File: src/rtl/ctrl_pkg.sv
// rtl/ctrl_pkg.sv - shared encodings for the sequencing controller
package ctrl_pkg;

    localparam logic [2:0] MODE_RUN  = 3'b000;
    localparam logic [2:0] MODE_MEMW = 3'b001;
    localparam logic [2:0] MODE_MEMR = 3'b010;
    localparam logic [2:0] MODE_REGR = 3'b011;
    localparam logic [2:0] MODE_REGW = 3'b100;

    localparam logic [3:0] OP_NOP = 4'b0000;
    localparam logic [3:0] OP_ADD = 4'b0001;
    localparam logic [3:0] OP_SUB = 4'b0010;
    localparam logic [3:0] OP_AND = 4'b0011;
    localparam logic [3:0] OP_INC = 4'b0100;
    localparam logic [3:0] OP_LD  = 4'b0101;
    localparam logic [3:0] OP_ST  = 4'b0110;
    localparam logic [3:0] OP_JC  = 4'b0111;
    localparam logic [3:0] OP_JZ  = 4'b1000;
    localparam logic [3:0] OP_JMP = 4'b1001;
    localparam logic [3:0] OP_STP = 4'b1110;

    // 74181-style codes; the logic-mode pass codes route one operand straight through
    localparam logic [3:0] ALU_ADD    = 4'b1001;
    localparam logic [3:0] ALU_SUB    = 4'b0110;
    localparam logic [3:0] ALU_AND    = 4'b1011;
    localparam logic [3:0] ALU_INC    = 4'b0000;
    localparam logic [3:0] ALU_PASS_A = 4'b1111;
    localparam logic [3:0] ALU_PASS_B = 4'b1010;

    typedef enum logic [2:0] {
        W1 = 3'b001,
        W2 = 3'b010,
        W3 = 3'b100
    } beat_t;

endpackage

File: src/rtl/beat_gen.sv
// rtl/beat_gen.sv - beat register, run/halt flag and console start handling
module beat_gen
    import ctrl_pkg::*;
(
    input  logic       t3,
    input  logic       clr,
    input  logic       qd,
    input  logic [2:0] sw,
    input  logic       short_i,
    input  logic       long_i,
    input  logic       stop_i,
    output beat_t      beat,
    output logic       halted,
    output logic [2:0] mode,
    output logic       mode_chg
);

    beat_t      w_q, w_d;
    logic       halted_q, halted_d;
    logic [2:0] mode_q, mode_d;
    logic       start;

    always_ff @(posedge t3 or posedge clr) begin
        if (clr) begin
            w_q      <= W1;
            halted_q <= 1'b1;
            mode_q   <= MODE_RUN;
        end else begin
            w_q      <= w_d;
            halted_q <= halted_d;
            mode_q   <= mode_d;
        end
    end

    always_comb begin
        w_d      = w_q;
        halted_d = halted_q;
        mode_d   = mode_q;
        start    = qd && halted_q;
        mode_chg = start && (sw != mode_q);
        if (start) begin
            mode_d   = sw;
            halted_d = 1'b0;
        end else if (!halted_q) begin
            if (stop_i) begin
                halted_d = 1'b1;
            end
            case (w_q)
                W1:      w_d = short_i ? W1 : W2;
                W2:      w_d = long_i  ? W3 : W1;
                default: w_d = W1;
            endcase
        end
    end

    assign beat   = w_q;
    assign halted = halted_q;
    assign mode   = mode_q;

endmodule

File: src/rtl/seq_ctrl_unit.sv
// rtl/seq_ctrl_unit.sv - hardwired controller top; SINGLE_STEP_EN adds the step input
module seq_ctrl_unit
    import ctrl_pkg::*;
#(
    parameter int REG_N  = 4,
    parameter int RSEL_W = 2
) (
    input  logic              t3,
    input  logic              clr,
    input  logic              qd,
    input  logic [2:0]        sw,
    input  logic [3:0]        ir,
    input  logic              c,
    input  logic              z,
`ifdef SINGLE_STEP_EN
    input  logic              step,
`endif
    output logic [2:0]        w,
    output logic              st0,
    output logic              halted,
    output logic              drw,
    output logic              memw,
    output logic              lpc,
    output logic              lar,
    output logic              pcinc,
    output logic              pcadd,
    output logic              arinc,
    output logic              selctl,
    output logic              lir,
    output logic              ldz,
    output logic              ldc,
    output logic              cin,
    output logic              m,
    output logic              abus,
    output logic              sbus,
    output logic              mbus,
    output logic              short,
    output logic              long,
    output logic              stop,
    output logic [3:0]        s,
    output logic [RSEL_W-1:0] sel_a,
    output logic [RSEL_W-1:0] sel_b
);

    localparam logic [RSEL_W-1:0] IDX_LAST = RSEL_W'(REG_N - 1);

    beat_t             beat;
    logic [2:0]        mode;
    logic              mode_chg;
    logic              st0_q, st0_d;
    logic [RSEL_W-1:0] reg_idx_q, reg_idx_d;

    beat_gen u_beat_gen (
        .t3       (t3),
        .clr      (clr),
        .qd       (qd),
        .sw       (sw),
        .short_i  (short),
        .long_i   (long),
        .stop_i   (stop),
        .beat     (beat),
        .halted   (halted),
        .mode     (mode),
        .mode_chg (mode_chg)
    );

    always_ff @(posedge t3 or posedge clr) begin
        if (clr) begin
            st0_q     <= 1'b0;
            reg_idx_q <= '0;
        end else begin
            st0_q     <= st0_d;
            reg_idx_q <= reg_idx_d;
        end
    end

    always_comb begin
        st0_d     = st0_q;
        reg_idx_d = reg_idx_q;
        if (mode_chg) begin
            st0_d     = 1'b0;
            reg_idx_d = '0;
        end else if (!halted && beat == W1) begin
            case (mode)
                MODE_RUN, MODE_MEMW, MODE_MEMR: st0_d = 1'b1;
                MODE_REGR: reg_idx_d = reg_idx_q + RSEL_W'(2);
                MODE_REGW: begin
                    reg_idx_d = reg_idx_q + RSEL_W'(1);
                    if (reg_idx_q == IDX_LAST) begin
                        st0_d = ~st0_q;
                    end
                end
                default: ;
            endcase
        end
    end

    always_comb begin
        {drw, memw, lpc, lar, pcinc, pcadd, arinc, selctl, lir, ldz} = '0;
        {ldc, cin, m, abus, sbus, mbus, short, long, stop} = '0;
        s     = '0;
        sel_a = '0;
        sel_b = '0;
        // Everything is decoded only while running, so halt and async clear silence the datapath
        if (!halted) begin
            case (mode)
                MODE_RUN: begin
                    if (!st0_q) begin
                        if (beat == W1) {sbus, lpc, short, stop} = '1;
                    end else begin
                        case (beat)
                            W1: {lir, pcinc} = '1;
                            W2: begin
                                case (ir)
                                    OP_ADD: begin s = ALU_ADD; {cin, abus, drw, ldz, ldc} = '1; end
                                    OP_SUB: begin s = ALU_SUB; {abus, drw, ldz, ldc} = '1; end
                                    OP_AND: begin s = ALU_AND; {m, abus, drw, ldz} = '1; end
                                    OP_INC: begin s = ALU_INC; {abus, drw, ldz, ldc} = '1; end
                                    OP_LD:  begin s = ALU_PASS_B; {m, abus, lar, long} = '1; end
                                    OP_ST:  begin s = ALU_PASS_A; {m, abus, lar, long} = '1; end
                                    OP_JC:  pcadd = c;
                                    OP_JZ:  pcadd = z;
                                    OP_JMP: begin s = ALU_PASS_A; {m, abus, lpc} = '1; end
                                    OP_STP: stop = 1'b1;
                                    default: ;
                                endcase
                            end
                            W3: begin
                                case (ir)
                                    OP_LD: {mbus, drw} = '1;
                                    OP_ST: begin s = ALU_PASS_B; {m, abus, memw} = '1; end
                                    default: ;
                                endcase
                            end
                            default: ;
                        endcase
`ifdef SINGLE_STEP_EN
                        if (step && ((beat == W2 && !long) || beat == W3)) stop = 1'b1;
`endif
                    end
                end
                MODE_MEMW, MODE_MEMR: begin
                    if (beat == W1) begin
                        {short, stop, selctl} = '1;
                        if (!st0_q)                {sbus, lar} = '1;
                        else if (mode == MODE_MEMW) {sbus, memw, arinc} = '1;
                        else                       {mbus, arinc} = '1;
                    end
                end
                MODE_REGR: begin
                    if (beat == W1) begin
                        {selctl, short, stop} = '1;
                        sel_a = reg_idx_q;
                        sel_b = reg_idx_q + RSEL_W'(1);
                    end
                end
                MODE_REGW: begin
                    if (beat == W1) begin
                        {selctl, sbus, drw, short, stop} = '1;
                        sel_a = reg_idx_q;
                    end
                end
                default: begin
                    if (beat == W1) {short, stop} = '1;
                end
            endcase
        end
    end

    assign w   = beat;
    assign st0 = st0_q;

endmodule

File: config.mk
export PLATFORM = sky130hd
export DESIGN_NAME = seq_ctrl_unit
export DESIGN_NICKNAME = d
export VERILOG_FILES = /design/src/rtl/ctrl_pkg.sv /design/src/rtl/beat_gen.sv /design/src/rtl/seq_ctrl_unit.sv
export SDC_FILE = /design/constraint.sdc
export NUM_CORES = 1
export LEC_CHECK = 0
export CAP_MARGIN = 20
export CELL_PAD_IN_SITES_DETAIL_PLACEMENT = 0
export CELL_PAD_IN_SITES_GLOBAL_PLACEMENT = 1
export CORE_UTILIZATION = 46
export CTS_BUF_LIST = sky130_fd_sc_hd__clkbuf_8
export CTS_CLUSTER_DIAMETER = 120
export DETAILED_ROUTE_END_ITERATION = 12
export DONT_BUFFER_PORTS = 1
export PLACE_DENSITY_LB_ADDON = 0.1
export SKIP_LAST_GASP = 1
export SLEW_MARGIN = 10
export SYNTH_ARGS = -nofsm -noshare
export SYNTH_HDL_FRONTEND = slang
export SYNTH_HIERARCHICAL = 1
export SYNTH_SLANG_ARGS = --single-unit
File: constraint.sdc
create_clock -name t3 -period 2.1 [get_ports t3]
set_clock_uncertainty 0.2 [all_clocks]
set_input_delay 0.315 -clock t3 [delete_from_list [all_inputs] [get_ports t3]]
set_output_delay 0.315 -clock t3 [all_outputs]
set_load 0.03 [all_outputs]
==> results of run 1 <==
[worst paths after layout]
| path | start | end | slack [ps] | cells after the start |
|---|---|---|---|---|
| max | u_beat_gen/mode[0]$_DFFE_PP0P_ | s[3] | -270 | 5 |
| min | sw[2] | u_beat_gen/mode[2]$_DFFE_PP0P_ | 20 | 1 |
| max reg2reg | u_beat_gen/mode[0]$_DFFE_PP0P_ | u_beat_gen/beat[1]$_DFFE_PP0P_ | -110 | 8 |
| min reg2reg | u_beat_gen/mode[2]$_DFFE_PP0P_ | u_beat_gen/mode[2]$_DFFE_PP0P_ | 500 | 2 |
| max in group asynchronous | clr | u_beat_gen/halted$_DFF_PP1_ | 1160 | 2 |
| min in group asynchronous | clr | reg_idx_q[0]$_DFFE_PP0P_ | 220 | 2 |
[layout make-up]
type | instances | area [µm²] | share of cell area, %
sequential | 10 | 260 | 11.9
clock inverter | 1 | 3.75 | 0.171
timing repair buffer | 63 | 616 | 28.1
multi-input combinational | 127 | 1190 | 54.3
inverter | 11 | 43.8 | 2.00
tap | 30 | 37.5 | 1.71
clock buffer | 3 | 41.3 | 1.88
[timing repair]
| item | CTS | global route |
|---|---|---|
| gates cloned | 0 | 0 |
| setup endpoints to repair | 26 | 29 |
| setup buffers | 7 | 5 |
| hold endpoints to repair | 11 | 0 |
| pin swaps | 14 | 17 |
| hold buffers | 2 | 0 |
| resized for setup | 29 | 15 |
[logic make-up after synthesis]
logic type      count (synthesis)  share of synthesized area, %
buf+inv                        22                          8.44
mux                             6                          6.03
xor+xnor                        8                          5.63
compound gates                 36                          20.2
flops                          10                          20.3
fa+ha+maj                       1                          1.00
simple gates                   76                          38.4
[sequential cells by signal, summed over array words and instances, names as in the netlist]
| register | flops |
|---|---|
| reg_idx_q | 2 |
| u_beat_gen/beat | 3 |
| u_beat_gen/halted | 1 |
| u_beat_gen/mode | 3 |
| st0 | 1 |
[stage by stage]
| stage | total power (µW) | setup WS (ps) |
|---|---|---|
| CTS | 2980 | -282 |
| floorplan | 1830 | -356 |
| detailed placement | 2520 | -48.4 |
| global placement | 2450 | -32.1 |
| finish | 3180 | -266 |
| global route | 3330 | -327 |
[per-layer routing]
metal	wire [µm]	GRT usage, %	vias to the layer above
met2	2170	49.0	54
met3	237	5.65	11
met1	1760	34.1	705
li1	-	-	699
met5	0	0	-
met4	72	10.3	0
[cells in the final DEF (no fill, tap or decap), drive strengths merged, types with 2 or more instances in the layout]
| master | n |
|---|---|
| dfstp | 2 |
| a211oi | 2 |
| nor2 | 16 |
| nor4 | 2 |
| and2b | 4 |
| dlygate4sd3 | 2 |
| a31oi | 3 |
| nand3 | 7 |
| dfrtp | 8 |
| a22oi | 3 |
| nor3 | 4 |
| a21oi | 8 |
| a21o | 2 |
| xnor2 | 5 |
| and2 | 2 |
| and3 | 4 |
| nand2 | 20 |
| clkbuf | 3 |
| o311a | 2 |
| mux2 | 3 |
| inv | 12 |
| o21ai | 7 |
| nor4b | 3 |
| nand4 | 4 |
| xor2 | 3 |
| buf | 61 |
| nand3b | 2 |
| mux2i | 3 |
[power groups by stage]
| stage | combinational [µW] | sequential, µW | clock (µW) |
|---|---|---|---|
| after CTS | 2350 | 425 | 200 |
| final | 2550 | 432 | 194 |
| after global routing | 2690 | 440 | 207 |
| after detailed placement | 2090 | 428 | 0 |
| after global placement | 2040 | 413 | 0 |
| after floorplan | 1340 | 493 | 0 |
[worst max-delay path: cells and delay by family (launching register included)]
kind	cells	cell delay [ps]
AO/OA/AOI/OAI	1	180
buffers and inverters	3	490
AND/OR/NAND/NOR	1	570
flip-flops	1	390
==> results.toml, run 1 <==
[status]
status = "finished with violations"
violations = "negative setup slack"

[clocking]
cts_sinks = 10
cts_tree = "done"
root_buffer = "clkbuf_8"
cts_made_buffers = 3
htreeDepth = 1
clockBufferDepth = 2
clk_pin_slew_ps = 40
insertion_delay_ps = 240

[power_and_ir_drop]
combPwrFrac_pct = 80.3
sw_frac_of_total_pct = 49.6
intPower_uw = 1600
ir_worst_vdd_uv = 1550
clock_power_share_pct = 6.1
seq_power_share_pct = 13.6
power.switching_uw = 1570
leakage_uw = 0.000917
powerDensity_nw_per_um2 = 1450

[floorplan]
die_h_um = 54.0
start_util_pct = 49.4
core-area_um2 = 2520
io_pins = 44
core.rowCount = 18
die-width_um = 54.0
dieArea_um2 = 2920

[logic_synthesis]
yosys-top-cells-count = "nand2_1 (19), nor2_1 (15), inv_1 (11)"
yosysMostFrequentCell = "nand2_1"
synth_area_leader_cell = "dfrtp_1"
synth_warnings = 6
netlist_instances = 159
syn_avg_cell_area_um2 = 7.83
synthArstFlopShare_pct = 100
yosys-top-cells-area = "dfrtp_1 (16%), nand2_1 (5.7%), nor2_1 (4.5%)"
yosys_most_used_dff = "dfrtp_1"
netlist_area_um2 = 1240
synth.net_count = 172
yosys.cell_types.count = 55
yosysTopAreaCellShare_pct = 16.1
ys_seq_area_share_pct = 20.3
synth_edf_count = 0
ys_ff_latch = 10

[timing]
post-route-period-util_pct = 113
period_needed_ps = 2370
layout_setup_ws_ps = -266
slew_viol_final = 0
hold_violations = 0
tns_ps = -3650
max_clock_freq_ghz = 0.423
setup_violations = 26
rsz0062_at_grt = "yes"
worst_slew_margin_rel_pct = 78.2
worst_pin_slew_ps = 323
holdWs_ps = 24.4

[worst_setup_path]
cp.required_ps = 1580
cpMaxStageDelayCell = "or4b_4"
startpoint_type = "flip-flop"
path_common_cell = "buf_4"
cp_cell_sequence = "or4b_4 -> buf_4 -> buf_6 -> a2111oi_4 -> buf_4"
cp_max_fo = 3
critical_path_class = "reg -> out"
cpPeakStageDelay_ps = 570
critPathCaptureType = "primary output"
worstPathArrival_ps = 1850

[grt]
grt_antenna_before_repair = 0
grt_first_pass_wirelength_um = 5860
first_global_vias = 1329
grtUsageTotal_pct = 28.2
grt_max_degree = 16
grt_overflow = 0

[finish]
finalNetCount = 229
drive_above_1_share_pct = 55.3
nFillCells = 130
fin_util_pct = 86.9
final_area_um2 = 2190
antennaDiodeCount = 0
syn2layout_area_growth_pct = 76.0
final_cells = 245

[route]
vias = 1469
dr.first_iter.drc_count = 31
first_pass_iters = 4
ant_nets = 0
drc = 0
avgViaCountPerCell = 6.00
routed_wl_um = 4250
wl_per_cell_um = 17.3

[place]
dpl_cell_area_um2 = 1870
place.gp.congestion = 0.843
io_buffers = 0
detailed_place_hpwl_um = 2970
post-place-cells = 229

[min_path]
hp-class = "in -> reg"

[job]
maxCapViolCount = 0
Power figures use the tool's default switching activity.
==> inputs of run 2 (changes only) <==
CORE_MARGIN = 2   (was not set)
==> results.toml, run 2 (synthesized netlist as in run 1, its figures left out) <==
[finish]
register_area_um2 = 260
final_common_cell = "buf_4"
drive_above_1_share_pct = 55.5
finalNetCount = 225
antennaDiodeCount = 0
syn2layout_area_growth_pct = 77.8
final_area_um2 = 2210
multi_input_area_um2 = 1210
final_cells = 241
nFillCells = 119
final_cell_mix = "buf_4 (30), buf_6 (21), nand2_1 (15), inv_1 (10), nor2_1 (8)"

[clocking]
insertion_delay_ps = 230
clockBufferDepth = 2
cts_sinks = 10
clk_pin_slew_ps = 50
root_buffer = "clkbuf_8"
cts_made_buffers = 3
cts_tree = "done"
htreeDepth = 1

[grt]
grtUsageMet1_pct = 37.0
top_usage_layer = "met2"
met2_usage_pct = 55.0
grt_antenna_before_repair = 0
grt_first_pass_wirelength_um = 7600
first_global_vias = 1571
grt_max_degree = 16
met3_usage_pct = 2.09
grtUsageTotal_pct = 30.4
grt_overflow = 0

[place]
dpl_cell_area_um2 = 1850
place.gp.congestion = 0.824
post-place-cells = 228
io_buffers = 0
detailed_place_hpwl_um = 3050

[job]
maxCapViolCount = 0

[worst_setup_path]
cp.required_ps = 1580
cpMaxStageDelayCell = "or4_4"
path_common_cell = "buf_4"
startpoint_type = "flip-flop"
crit_path_start = "u_beat_gen/mode[1]$_DFFE_PP0P_"
cp_max_fo = 9
r2r_slack_ps = -50
critical_path_class = "reg -> out"
r2r_cells = 7
critPathCaptureType = "primary output"
cp_cell_sequence = "buf_4 -> buf_4 -> inv_1 -> nand2_1 -> or4_4 -> a31oi_4"
r2r_end = "u_beat_gen/beat[1]$_DFFE_PP0P_"
cpPeakStageDelay_ps = 530
worstReg2RegStart = "u_beat_gen/mode[1]$_DFFE_PP0P_"
worstPathArrival_ps = 1930
crit_end = "drw"

[timing]
worst_slew_margin_rel_pct = 60.6
layout_setup_ws_ps = -342
setup_violations = 28
hold_violations = 0
max_clock_freq_ghz = 0.410
worst_pin_slew_ps = 585
slew_viol_final = 0
rsz0062_at_grt = "yes"
post-route-period-util_pct = 116
period_needed_ps = 2440

[floorplan]
core-area_um2 = 2520
dieArea_um2 = 3140
io_pins = 44
core.rowCount = 18
die-width_um = 56.0
die_h_um = 56.0
start_util_pct = 49.4

[route]
first_pass_iters = 4
drc = 0
wl_per_cell_um = 20.6
ant_nets = 0
avgViaCountPerCell = 6.33
vias = 1525
routed_wl_um = 4960
dr.first_iter.drc_count = 43

[power_and_ir_drop]
powerDensity_nw_per_um2 = 1480
leakage_uw = 0.000908
ir_worst_vdd_uv = 1560

[status]
violations = "negative setup slack"
status = "finished with violations"

[min_path]
hold_path_depth = 1
hp-class = "in -> reg"
[run 2: cell types whose count changed in the layout (fill, tap and decap cells not counted), sizes merged]
cell | before | now
clkbuf | 3 | 4
inv | 12 | 11
buf | 61 | 57
[run 2: worst min-delay path by stage]
stage	to	slack, ps	from
finish	u_beat_gen/mode[0]$_DFFE_PP0P_	30	sw[0]
global route	u_beat_gen/mode[0]$_DFFE_PP0P_	20	sw[0]
CTS	u_beat_gen/mode[2]$_DFFE_PP0P_	30	sw[2]
detailed placement	reg_idx_q[0]$_DFFE_PP0P_	-120	clr
global placement	reg_idx_q[0]$_DFFE_PP0P_	-130	clr
floorplan	reg_idx_q[0]$_DFFE_PP0P_	-130	clr
[run 2: routing by layer]
metal	routed length (µm)	share of wire, %	up-vias
met3	273	5.5	20
li1	-	-	687
met4	247	5.0	0
met5	0	0	-
met1	1890	38	741
met2	2550	51	77
[run 2: where the power goes]
| part | switching (µW) | internal (µW) | leakage (µW) |
|---|---|---|---|
| combinational | 1410 | 1180 | 0.000765 |
| sequential | 142 | 299 | 0.000114 |
| clock | 75.8 | 165 | 0.0000288 |
[run 2: layout make-up]
| class | instances | share of cell area (%) |
|---|---|---|
| multi-input combinational | 127 | 54.9 |
| clock buffer | 4 | 2.49 |
| timing repair buffer | 59 | 27.2 |
| inverter | 11 | 1.98 |
| tap | 30 | 1.70 |
| sequential | 10 | 11.8 |
[run 2: what timing repair did]
item                                    in CTS  in global routing
endpoints found under the setup margin      28                 31
pin swaps                                   18                 10
gates resized for setup                     43                 11
hold buffers                                 2                  0
hold endpoints to repair                    11                  0
cloned                                       0                  0
buffers inserted                             6                  3
[run 2: worst max-delay path, delay by kind of cell (launching register included)]
kind	cells	cell delay [ps]
compound gates	1	300
buf+inv	3	390
flops	1	390
simple gates	2	600
[run 2: stage by stage]
stage	hold slack [ps]	setup slack (ps)	util (%)	total power, µW	setup TNS [ps]
floorplan	-131	-356	-	1830	-2060
global placement	-126	-23.0	73.3	2430	-38.5
detailed placement	-123	-29.0	73.3	2500	-64.7
CTS	28.2	-277	85.5	3070	-3820
global route	18.9	-410	87.7	3420	-6280
finish	31.2	-342	87.7	3270	-4490
